File: config.mk
export PLATFORM = sky130hd
export DESIGN_NAME = spi_regfile_peripheral
export DESIGN_NICKNAME = d
export VERILOG_FILES = /design/src/rtl/spi_regfile_pkg.sv /design/src/rtl/spi_sync_edge.sv /design/src/rtl/spi_regfile_peripheral.sv
export SDC_FILE = /design/constraint.sdc
export NUM_CORES = 1
export LEC_CHECK = 0
export CAP_MARGIN = 20
export CORE_MARGIN = 5
export CORE_UTILIZATION = 45
export CTS_BUF_LIST = sky130_fd_sc_hd__clkbuf_4 sky130_fd_sc_hd__clkbuf_8 sky130_fd_sc_hd__clkbuf_16
export DETAILED_ROUTE_END_ITERATION = 6
export GPL_TIMING_DRIVEN = 0
export PLACE_DENSITY = 0.79
export SYNTH_ARGS = -nofsm -noshare
export SYNTH_HDL_FRONTEND = slang
export SYNTH_HIERARCHICAL = 1
export SYNTH_SLANG_ARGS = --single-unit
export TNS_END_PERCENT = 5
File: constraint.sdc
create_clock -name clk -period 1.9 [get_ports clk]
set_input_delay 0.19 -clock clk [delete_from_list [all_inputs] [get_ports clk]]
set_output_delay 0.19 -clock clk [all_outputs]
set_load 0.01 [all_outputs]
File: src/rtl/spi_regfile_pkg.sv
// Purpose : shared types and constants for the SPI register-file peripheral.
// Latency : n/a (declarations only).
// Backpressure: n/a.
// Contents: frame state enum, R/W bit encoding, frame length helper.
package spi_regfile_pkg;

  typedef enum logic [2:0] {
    ST_IDLE = 3'd0,
    ST_CMD  = 3'd1,
    ST_DATA = 3'd2,
    ST_DONE = 3'd3,
    ST_OVER = 3'd4
  } spi_state_e;

  localparam logic SPI_WRITE = 1'b1;
  localparam logic SPI_READ  = 1'b0;

  // R/W bit + address field + data field.
  function automatic int frame_len(input int addr_w, input int data_w);
    return 1 + addr_w + data_w;
  endfunction

endpackage

File: src/rtl/spi_sync_edge.sv
// Purpose : synchronise one asynchronous pin into clk and flag its edges.
// Latency : level after SYNC_STAGES clk; rise/fall pulses after SYNC_STAGES+1 clk.
// Backpressure: none; pulses are single-cycle and not held.
// Ports: clk, rst_n (async active-low); pin async input;
//   level synchronised value; rise/fall one-cycle registered edge pulses.
module spi_sync_edge #(
  parameter int   SYNC_STAGES = 2,
  parameter logic RST_VAL     = 1'b0
) (
  input  logic clk,
  input  logic rst_n,
  input  logic pin,
  output logic level,
  output logic rise,
  output logic fall
);

  logic [SYNC_STAGES-1:0] sync_q;
  logic                   prev_q;
  logic                   rise_q;
  logic                   fall_q;

  // Reset value matches the pin's idle level so release from reset
  // never manufactures an edge.
  always_ff @(posedge clk or negedge rst_n) begin
    if (!rst_n) begin
      sync_q <= {SYNC_STAGES{RST_VAL}};
      prev_q <= RST_VAL;
      rise_q <= 1'b0;
      fall_q <= 1'b0;
    end else begin
      sync_q <= {sync_q[SYNC_STAGES-2:0], pin};
      prev_q <= sync_q[SYNC_STAGES-1];
      rise_q <= sync_q[SYNC_STAGES-1] & ~prev_q;
      fall_q <= ~sync_q[SYNC_STAGES-1] & prev_q;
    end
  end

  assign level = sync_q[SYNC_STAGES-1];
  assign rise  = rise_q;
  assign fall  = fall_q;

endmodule

File: src/rtl/spi_regfile_peripheral.sv
// Purpose : SPI mode-0 peripheral giving write (and optional read) access to NUM_REGS x DATA_W registers.
// Latency : pin edges act SYNC_STAGES+1 clk after the transition; a frame commits SYNC_STAGES+2 clk after nCS rises.
// Backpressure: none; the controller cannot be stalled, so SCLK phases must last >= SYNC_STAGES+2 clk.
// Ports: clk, rst_n (async active-low); nCS/SCLK/COPI SPI inputs; CIPO/cipo_oe SPI output and pad enable;
//   reg_q flattened registers (reg i at [i*DATA_W +: DATA_W]); wr_strobe one-hot update pulse; err rejected-frame pulse.
// Build option: define SPI_READBACK_EN to include the read path; otherwise CIPO/cipo_oe are 0 and reads are rejected.
module spi_regfile_peripheral
  import spi_regfile_pkg::*;
#(
  parameter int NUM_REGS    = 5,
  parameter int ADDR_W      = 7,
  parameter int DATA_W      = 8,
  parameter int SYNC_STAGES = 2
) (
  input  logic                       clk,
  input  logic                       rst_n,
  input  logic                       nCS,
  input  logic                       SCLK,
  input  logic                       COPI,
  output logic                       CIPO,
  output logic                       cipo_oe,
  output logic [NUM_REGS*DATA_W-1:0] reg_q,
  output logic [NUM_REGS-1:0]        wr_strobe,
  output logic                       err
);

  localparam int FRAME_LEN = frame_len(ADDR_W, DATA_W);
  localparam int CMD_LEN   = 1 + ADDR_W;
  localparam int CNT_W     = $clog2(FRAME_LEN + 1);

  logic ncs_lvl, ncs_rise, ncs_fall;
  logic sclk_lvl_unused, sclk_rise, sclk_fall;
  logic copi_lvl, copi_rise_unused, copi_fall_unused;

  spi_sync_edge #(.SYNC_STAGES(SYNC_STAGES), .RST_VAL(1'b1)) u_sync_ncs (
    .clk(clk), .rst_n(rst_n), .pin(nCS),
    .level(ncs_lvl), .rise(ncs_rise), .fall(ncs_fall)
  );
  spi_sync_edge #(.SYNC_STAGES(SYNC_STAGES), .RST_VAL(1'b0)) u_sync_sclk (
    .clk(clk), .rst_n(rst_n), .pin(SCLK),
    .level(sclk_lvl_unused), .rise(sclk_rise), .fall(sclk_fall)
  );
  spi_sync_edge #(.SYNC_STAGES(SYNC_STAGES), .RST_VAL(1'b0)) u_sync_copi (
    .clk(clk), .rst_n(rst_n), .pin(COPI),
    .level(copi_lvl), .rise(copi_rise_unused), .fall(copi_fall_unused)
  );

  spi_state_e                 state_q;
  logic [CNT_W-1:0]           cnt_q;
  logic [FRAME_LEN-1:0]       shift_q;
  logic [FRAME_LEN-1:0]       shift_d;
  logic [NUM_REGS*DATA_W-1:0] regs_q;
  logic [NUM_REGS-1:0]        wr_strobe_q;
  logic                       err_q;

  logic                       frm_wr;
  logic                       frm_rd;
  logic                       frm_addr_ok;
  logic [ADDR_W-1:0]          frm_addr;
  logic [DATA_W-1:0]          frm_dat;
  logic                       sclk_rise_act;

  assign shift_d       = {shift_q[FRAME_LEN-2:0], copi_lvl};
  // Fields of a complete frame, valid while in DONE.
  assign frm_wr        = (shift_q[FRAME_LEN-1] == SPI_WRITE);
  assign frm_rd        = (shift_q[FRAME_LEN-1] == SPI_READ);
  assign frm_addr      = shift_q[DATA_W +: ADDR_W];
  assign frm_dat       = shift_q[DATA_W-1:0];
  // Extra bit so NUM_REGS == 2**ADDR_W does not wrap to zero.
  assign frm_addr_ok   = ({1'b0, frm_addr} < (ADDR_W+1)'(NUM_REGS));
  assign sclk_rise_act = sclk_rise & ~ncs_lvl;

  // Frame FSM. nCS rise takes priority over everything, including an
  // SCLK edge detected in the same cycle.
  always_ff @(posedge clk or negedge rst_n) begin
    if (!rst_n) begin
      state_q     <= ST_IDLE;
      cnt_q       <= '0;
      shift_q     <= '0;
      regs_q      <= '0;
      wr_strobe_q <= '0;
      err_q       <= 1'b0;
    end else begin
      wr_strobe_q <= '0;
      err_q       <= 1'b0;
      if (ncs_rise) begin
        state_q <= ST_IDLE;
        case (state_q)
          ST_DONE: begin
            if (frm_wr) begin
              if (frm_addr_ok) begin
                for (int i = 0; i < NUM_REGS; i++) begin
                  if (frm_addr == ADDR_W'(i)) begin
                    regs_q[i*DATA_W +: DATA_W] <= frm_dat;
                    wr_strobe_q[i]             <= 1'b1;
                  end
                end
              end else begin
                err_q <= 1'b1;
              end
            end else if (frm_rd) begin
`ifndef SPI_READBACK_EN
              // No read path in this build: a read is an unusable frame.
              err_q <= 1'b1;
`endif
            end
          end
          // A frame with zero bits is a bare nCS blip and is ignored.
          ST_CMD, ST_DATA: err_q <= (cnt_q != '0);
          ST_OVER:         err_q <= 1'b1;
          default: ;
        endcase
      end else if (ncs_fall) begin
        state_q <= ST_CMD;
        cnt_q   <= '0;
        shift_q <= '0;
      end else if (sclk_rise_act) begin
        case (state_q)
          ST_CMD: begin
            shift_q <= shift_d;
            cnt_q   <= cnt_q + CNT_W'(1);
            if (cnt_q == CNT_W'(CMD_LEN-1)) state_q <= ST_DATA;
          end
          ST_DATA: begin
            shift_q <= shift_d;
            cnt_q   <= cnt_q + CNT_W'(1);
            if (cnt_q == CNT_W'(FRAME_LEN-1)) state_q <= ST_DONE;
          end
          ST_DONE: state_q <= ST_OVER;
          default: ;
        endcase
      end
    end
  end

`ifdef SPI_READBACK_EN
  logic [DATA_W-1:0] sout_q;
  logic [DATA_W-1:0] rd_dat;
  logic              oe_q;
  logic              cmd_rd;

  // Bits just completed by the current SCLK rise: {rw, addr}.
  assign cmd_rd = (shift_d[ADDR_W] == SPI_READ);

  always_comb begin
    rd_dat = '0;
    for (int i = 0; i < NUM_REGS; i++) begin
      if (shift_d[ADDR_W-1:0] == ADDR_W'(i)) rd_dat = regs_q[i*DATA_W +: DATA_W];
    end
  end

  // The first SCLK fall of the data phase precedes the controller's
  // sampling of the MSB, so shifting starts only after one data bit.
  always_ff @(posedge clk or negedge rst_n) begin
    if (!rst_n) begin
      sout_q <= '0;
      oe_q   <= 1'b0;
    end else if (ncs_rise || ncs_fall) begin
      sout_q <= '0;
      oe_q   <= 1'b0;
    end else if (sclk_rise_act) begin
      if (state_q == ST_CMD && cnt_q == CNT_W'(CMD_LEN-1) && cmd_rd) begin
        sout_q <= rd_dat;
        oe_q   <= 1'b1;
      end
    end else if (sclk_fall && state_q == ST_DATA && cnt_q > CNT_W'(CMD_LEN)) begin
      sout_q <= {sout_q[DATA_W-2:0], 1'b0};
    end
  end

  assign CIPO    = oe_q & sout_q[DATA_W-1];
  assign cipo_oe = oe_q;
`else
  logic sclk_fall_unused;
  assign sclk_fall_unused = sclk_fall;
  assign CIPO             = 1'b0;
  assign cipo_oe          = 1'b0;
`endif

  assign reg_q     = regs_q;
  assign wr_strobe = wr_strobe_q;
  assign err       = err_q;

endmodule

Word-level counts from Yosys, hierarchy flattened
Index checks and enable logic that the tools add are counted.
- output and inout bits: 48
- input bits: 5
- register bits after elaboration: 81
- logic and storage cells: 79
- bitwise operators: 8
- equality and inequality tests: 12
- add/subtract/negate cells: 1
- mux-type cells: 25
- reduce and logical (&&, ||, !) cells: 14
- magnitude comparators: 1
- operator list (kind ; count):
    16-bit 2-to-1 mux ; 3
    5-bit 2-to-1 mux ; 7
    5-bit AND reduction ; 5
    3-bit 2-to-1 mux ; 5
    7-bit by 2-bit equality test with 1-bit output (second input constant) ; 2
    5-bit nonzero test ; 2
    3-bit case mux with 3 select lines ; 1
    1-bit 2-to-1 mux ; 8
    4-bit by 2-bit inequality test with 1-bit output (second input constant) ; 2
    7-bit by 1-bit equality test with 1-bit output (second input constant) ; 1
    7-bit by 3-bit equality test with 1-bit output (second input constant) ; 1
    7-bit zero test ; 1
    7-bit by 3-bit < comparator with 1-bit output (second input constant) ; 1
    3-bit by 2-bit equality test with 1-bit output (second input constant) ; 2
    5-bit by 1-bit adder with 5-bit output (second input constant) ; 1
    5-bit by 3-bit equality test with 1-bit output (second input constant) ; 1
    5-bit by 4-bit equality test with 1-bit output (second input constant) ; 1
    1-bit bitwise AND ; 4
    1-bit NOT ; 4
    4-bit AND reduction ; 1
    2-bit nonzero test ; 2
    3-bit by 1-bit equality test with 1-bit output (second input constant) ; 1
    3-bit equality test (second input constant) ; 1
    1-bit case mux with 3 select lines ; 1
    other kinds (3) ; 3

Logic depth before layout (Yosys ltp)
Gate-level depths: netlist of the first run.
- depth in word-level cells: 6
- mapped depth: 6
- depth with buffers taken out: 6

Hierarchy
The synthesis of the first run kept the hierarchy.
- modules (own cells, without submodules) (module ; seq. area each (µm²) ; area each (µm²) ; cells each ; times used):
    spi_regfile_peripheral ; 1751.7 ; 2964.1 ; 211 ; 1
    spi_sync_edge (u_sync_copi ...) ; 125.1 ; 140.1 ; 7 ; 2
    spi_sync_edge (u_sync_ncs) ; 128.9 ; 143.9 ; 7 ; 1

Least setup slack after synthesis of the first run
No wires, ideal clock.
- kind: register -> register
- start: reg shift_q[9]
- end: reg regs_q[0] (netlist: reg_q[0])
- cell stages (with the launch flop): 5
- buffers on the path: 1
- clock period less this slack: 1.691 ns
- data required time: 1.775 ns
- setup time: 0.125 ns
- arrival: 1.567 ns
- setup slack: 0.209 ns
- path through: dfrtp_1 buf_2 nor4b_1 nand4_2 mux2_2
- word-level cells in the longest chain between the ends: 2
- elaborated cells on any way between the ends: 3
- those cells by class: order compare: 1; reduce/logical: 2
- ends and longest elaborated chain (element ; RTL line ; text):
    start: declaration ; spi_regfile_peripheral.sv:50 ; logic [FRAME_LEN-1:0] shift_q;
    start signal: assignment ; spi_regfile_peripheral.sv:120 ; shift_q <= shift_d;
    start signal: assignment ; spi_regfile_peripheral.sv:125 ; shift_q <= shift_d;
    7-bit by 3-bit < comparator with 1-bit output or 7-bit zero test (tied branches) ; spi_regfile_peripheral.sv:70, spi_regfile_peripheral.sv:93 ;
    5-bit AND reduction (no line) (*) ; n/a ;
    end signal: indexed assignment ; spi_regfile_peripheral.sv:94 ; regs_q[i*DATA_W +: DATA_W] <= frm_dat;
    end: declaration ; spi_regfile_peripheral.sv:52 ; logic [NUM_REGS*DATA_W-1:0] regs_q;
Every way passes the cells marked *; elsewhere a longest branch is shown, timed or not.
A chain may end at the register's enable or synchronous reset.

Worst setup path after layout of the first run
- start: reg state_q[1]
- end: reg regs_q[26] (netlist: reg_q[26])
- word-level cells in the longest chain between the ends: 2
- ends and longest elaborated chain (element ; RTL line ; text):
    start: declaration ; spi_regfile_peripheral.sv:48 ; spi_state_e state_q;
    start signal: assignment ; spi_regfile_peripheral.sv:77 ; state_q <= ST_IDLE;
    start signal: assignment ; spi_regfile_peripheral.sv:87 ; state_q <= ST_IDLE;
    start signal: assignment ; spi_regfile_peripheral.sv:114 ; state_q <= ST_CMD;
    3-bit by 2-bit equality test with 1-bit output ; spi_regfile_peripheral.sv:88 ; case (state_q)
    5-bit AND reduction (no line) ; n/a ;
No other way between the ends.

==> impl_metrics.yaml, run 1 <==
placed_design:
  dpl_cell_area_um2: 3918
  place_congestion: 0.8056
  dp_hpwl_um: 4247
  pre_cts_ws_ns: -0.2770
  port_buffers: 50
critical_path:
  path_buf_inv: 2
  cp.arrival_ns: 2.28
  crit_path_start_kind: "flop"
  path_max_fanout: 8
  crit_required_ns: 2.14
  slowest_stage: "nand4_1"
  r2r_slack_ns: -0.15
  max_stage_delay_ns: 0.50
  reg2reg_to: "reg_q[26]"
  cp_cell_sequence: "buf_2, and4bb_2, buf_2, nand4_1, mux2_2"
  reg2reg_depth: 5
  path_class: "flop to flop"
  cp_common_cell: "buf_2"
  cp_top_family: "simple AND/OR/NAND/NOR gates"
  reg2reg_from: "state_q[1]"
  cp-end-kind: "flop"
grt:
  grt_pass1_vias: 2033
  grt_remaining_overflow: 0
  antenna_found_initial: 0
  grt_usage: 0.1564
  grt_pass1_wl_um: 10600
  grt_max_degree: 70
floorplanning:
  rows: 31
  core_um2: 7176
  io_pins: 53
  start_util: 0.4549
  dieArea_um2: 9057
  die_w_um: 95.17
  die_h_um: 95.17
sta:
  finClkSkew_ns: 0.009177
  drv_slew: 0
  final-hold-violation-count: 0
  setup_viol: 8
  rsz0062_at_grt: "yes"
  fmax_mhz: 488.6
  finalSetupTns_ns: -1.047
  tightestPinTransition_ns: 0.7775
  post-route-period-util: 1.077
  min_period_ns: 2.047
  holdWs_ns: 0.2223
  fin_ws_ns: -0.1467
  slew_headroom: 0.4805
routing:
  wirelength_um: 6500
  drc: 0
  vias: 2093
  via_per_inst: 5.285
  antenna_left: 0
  first_pass_iters: 4
  first_iter_violations: 137
  wl_per_cell_um: 16.41
flow_run:
  max_cap_viol_count: 0
power_and_ir_drop:
  ir_drop_mv: 0.6805
  power.density_nw_per_um2: 789.9
  power.leakage_uw: 0.001969
cts:
  worst_setup_hold_path_clk_slew_ns: 0.09
  cts-root-buf: "clkbuf_8"
  cts_buffer_depth: 2
  cts_tree: "yes"
  numCtsBuffers: 9
  cts.sinks: 81
  h-tree-depth: 3
  worstSkewPairLatency_ns: 0.35
cells_and_area:
  syn2layout_area_growth_pct: 28.29
  fin_nets: 300
  drive_above_1_share: 0.3266
  fillCellCount: 562
  final_util: 0.5836
  finalInstanceArea_um2: 4188
  final_common_cell: "dfrtp_1"
  antenna_cells: 0
  mostFrequentLayoutCells: "dfrtp_1, clkdlybuf4s50_1, mux2_2, inv_1, a22o_2"
synth:
  postSynthCellCount: 225
  syn_area_per_cell_um2: 14.51
  synth_warnings: 6
  syn_area_um2: 3264
outcome:
  violations: "setup timing"
  status: "finished with violations"
min_path:
  min_path_type: "input port to asynchronous set/reset pin"
## worst max path at each step
stage	endpoint	cells after the start	slack, ns	startpoint
floorplan	reg_q[0]	4	0.21	shift_q[9]
global placement	reg_q[14]	1	-2.07	rst_n
detailed placement	reg_q[20]	4	-0.28	shift_q[11]
CTS	reg_q[11]	5	-0.15	state_q[1]
global route	reg_q[26]	5	-0.23	state_q[1]
finish	reg_q[26]	5	-0.15	state_q[1]
## metrics by stage
step	power [uW]	std cells
floorplan	1868	226
global placement	1928	375
detailed placement	1940	376
CTS	3346	395
global route	3449	396
finish	3308	396
## registers in the layout (all words and copies together) (netlist names), 2 cells and up
signal              count
u_sync_sclk/sync_q      2
state_q                 3
u_sync_ncs/sync_q       2
shift_q                16
reg_q                  40
wr_strobe               5
u_sync_copi/sync_q      2
cnt_q                   5
## worst reg2reg max path, delay by kind of cell (launching register included)
kind          cells  cell delay [ns]
mux               1             0.48
simple gates      2             0.73
buf+inv           2             0.38
flops             1             0.33
## repair_timing
item	CTS	global route
gates resized for setup	3	0
setup buffers	2	1
endpoints found under the hold margin	79	0
pin swaps	3	0
hold buffers	1	0
setup endpoints to repair	50	27
## power breakdown
group / leakage [uW] / internal [uW] / switching, uW
clock: 0.000112 / 753 / 647
combinational: 0.000755 / 55.1 / 88.1
sequential: 0.00110 / 1750 / 16.8
## cell type report
| class | instances | area (um2) | share of cell area |
|---|---|---|---|
| Sequential cell | 81 | 2031 | 0.4849 |
| Multi-Input combinational cell | 121 | 1127 | 0.2692 |
| Timing Repair Buffer | 55 | 558.0 | 0.1333 |
| Clock buffer | 9 | 123.9 | 0.02958 |
| Tap cell | 99 | 123.9 | 0.02958 |
| Clock inverter | 7 | 101.3 | 0.02420 |
| Buffer | 13 | 81.33 | 0.01942 |
| Inverter | 11 | 41.29 | 0.009860 |
## metal layers
layer	wire, um	track usage
met5	0	0
met1	2839	0.2039
met4	82	0.05889
met3	394	0.05209
met2	3183	0.2426
Power figures use the tool's default switching activity.
==> inputs of run 2 (changes only) <==
--- a/config.mk
+++ b/config.mk
@@ -5,10 +5,10 @@
 export SDC_FILE = /design/constraint.sdc
 export NUM_CORES = 1
 export LEC_CHECK = 0
-export CAP_MARGIN = 20
 export CORE_MARGIN = 5
 export CORE_UTILIZATION = 45
 export CTS_BUF_LIST = sky130_fd_sc_hd__clkbuf_4 sky130_fd_sc_hd__clkbuf_8 sky130_fd_sc_hd__clkbuf_16
+export CTS_CLUSTER_SIZE = 16
 export DETAILED_ROUTE_END_ITERATION = 6
 export GPL_TIMING_DRIVEN = 0
 export PLACE_DENSITY = 0.79
==> results of run 2 <==
Final layout, timing and power as in run 1 (identical DEF).
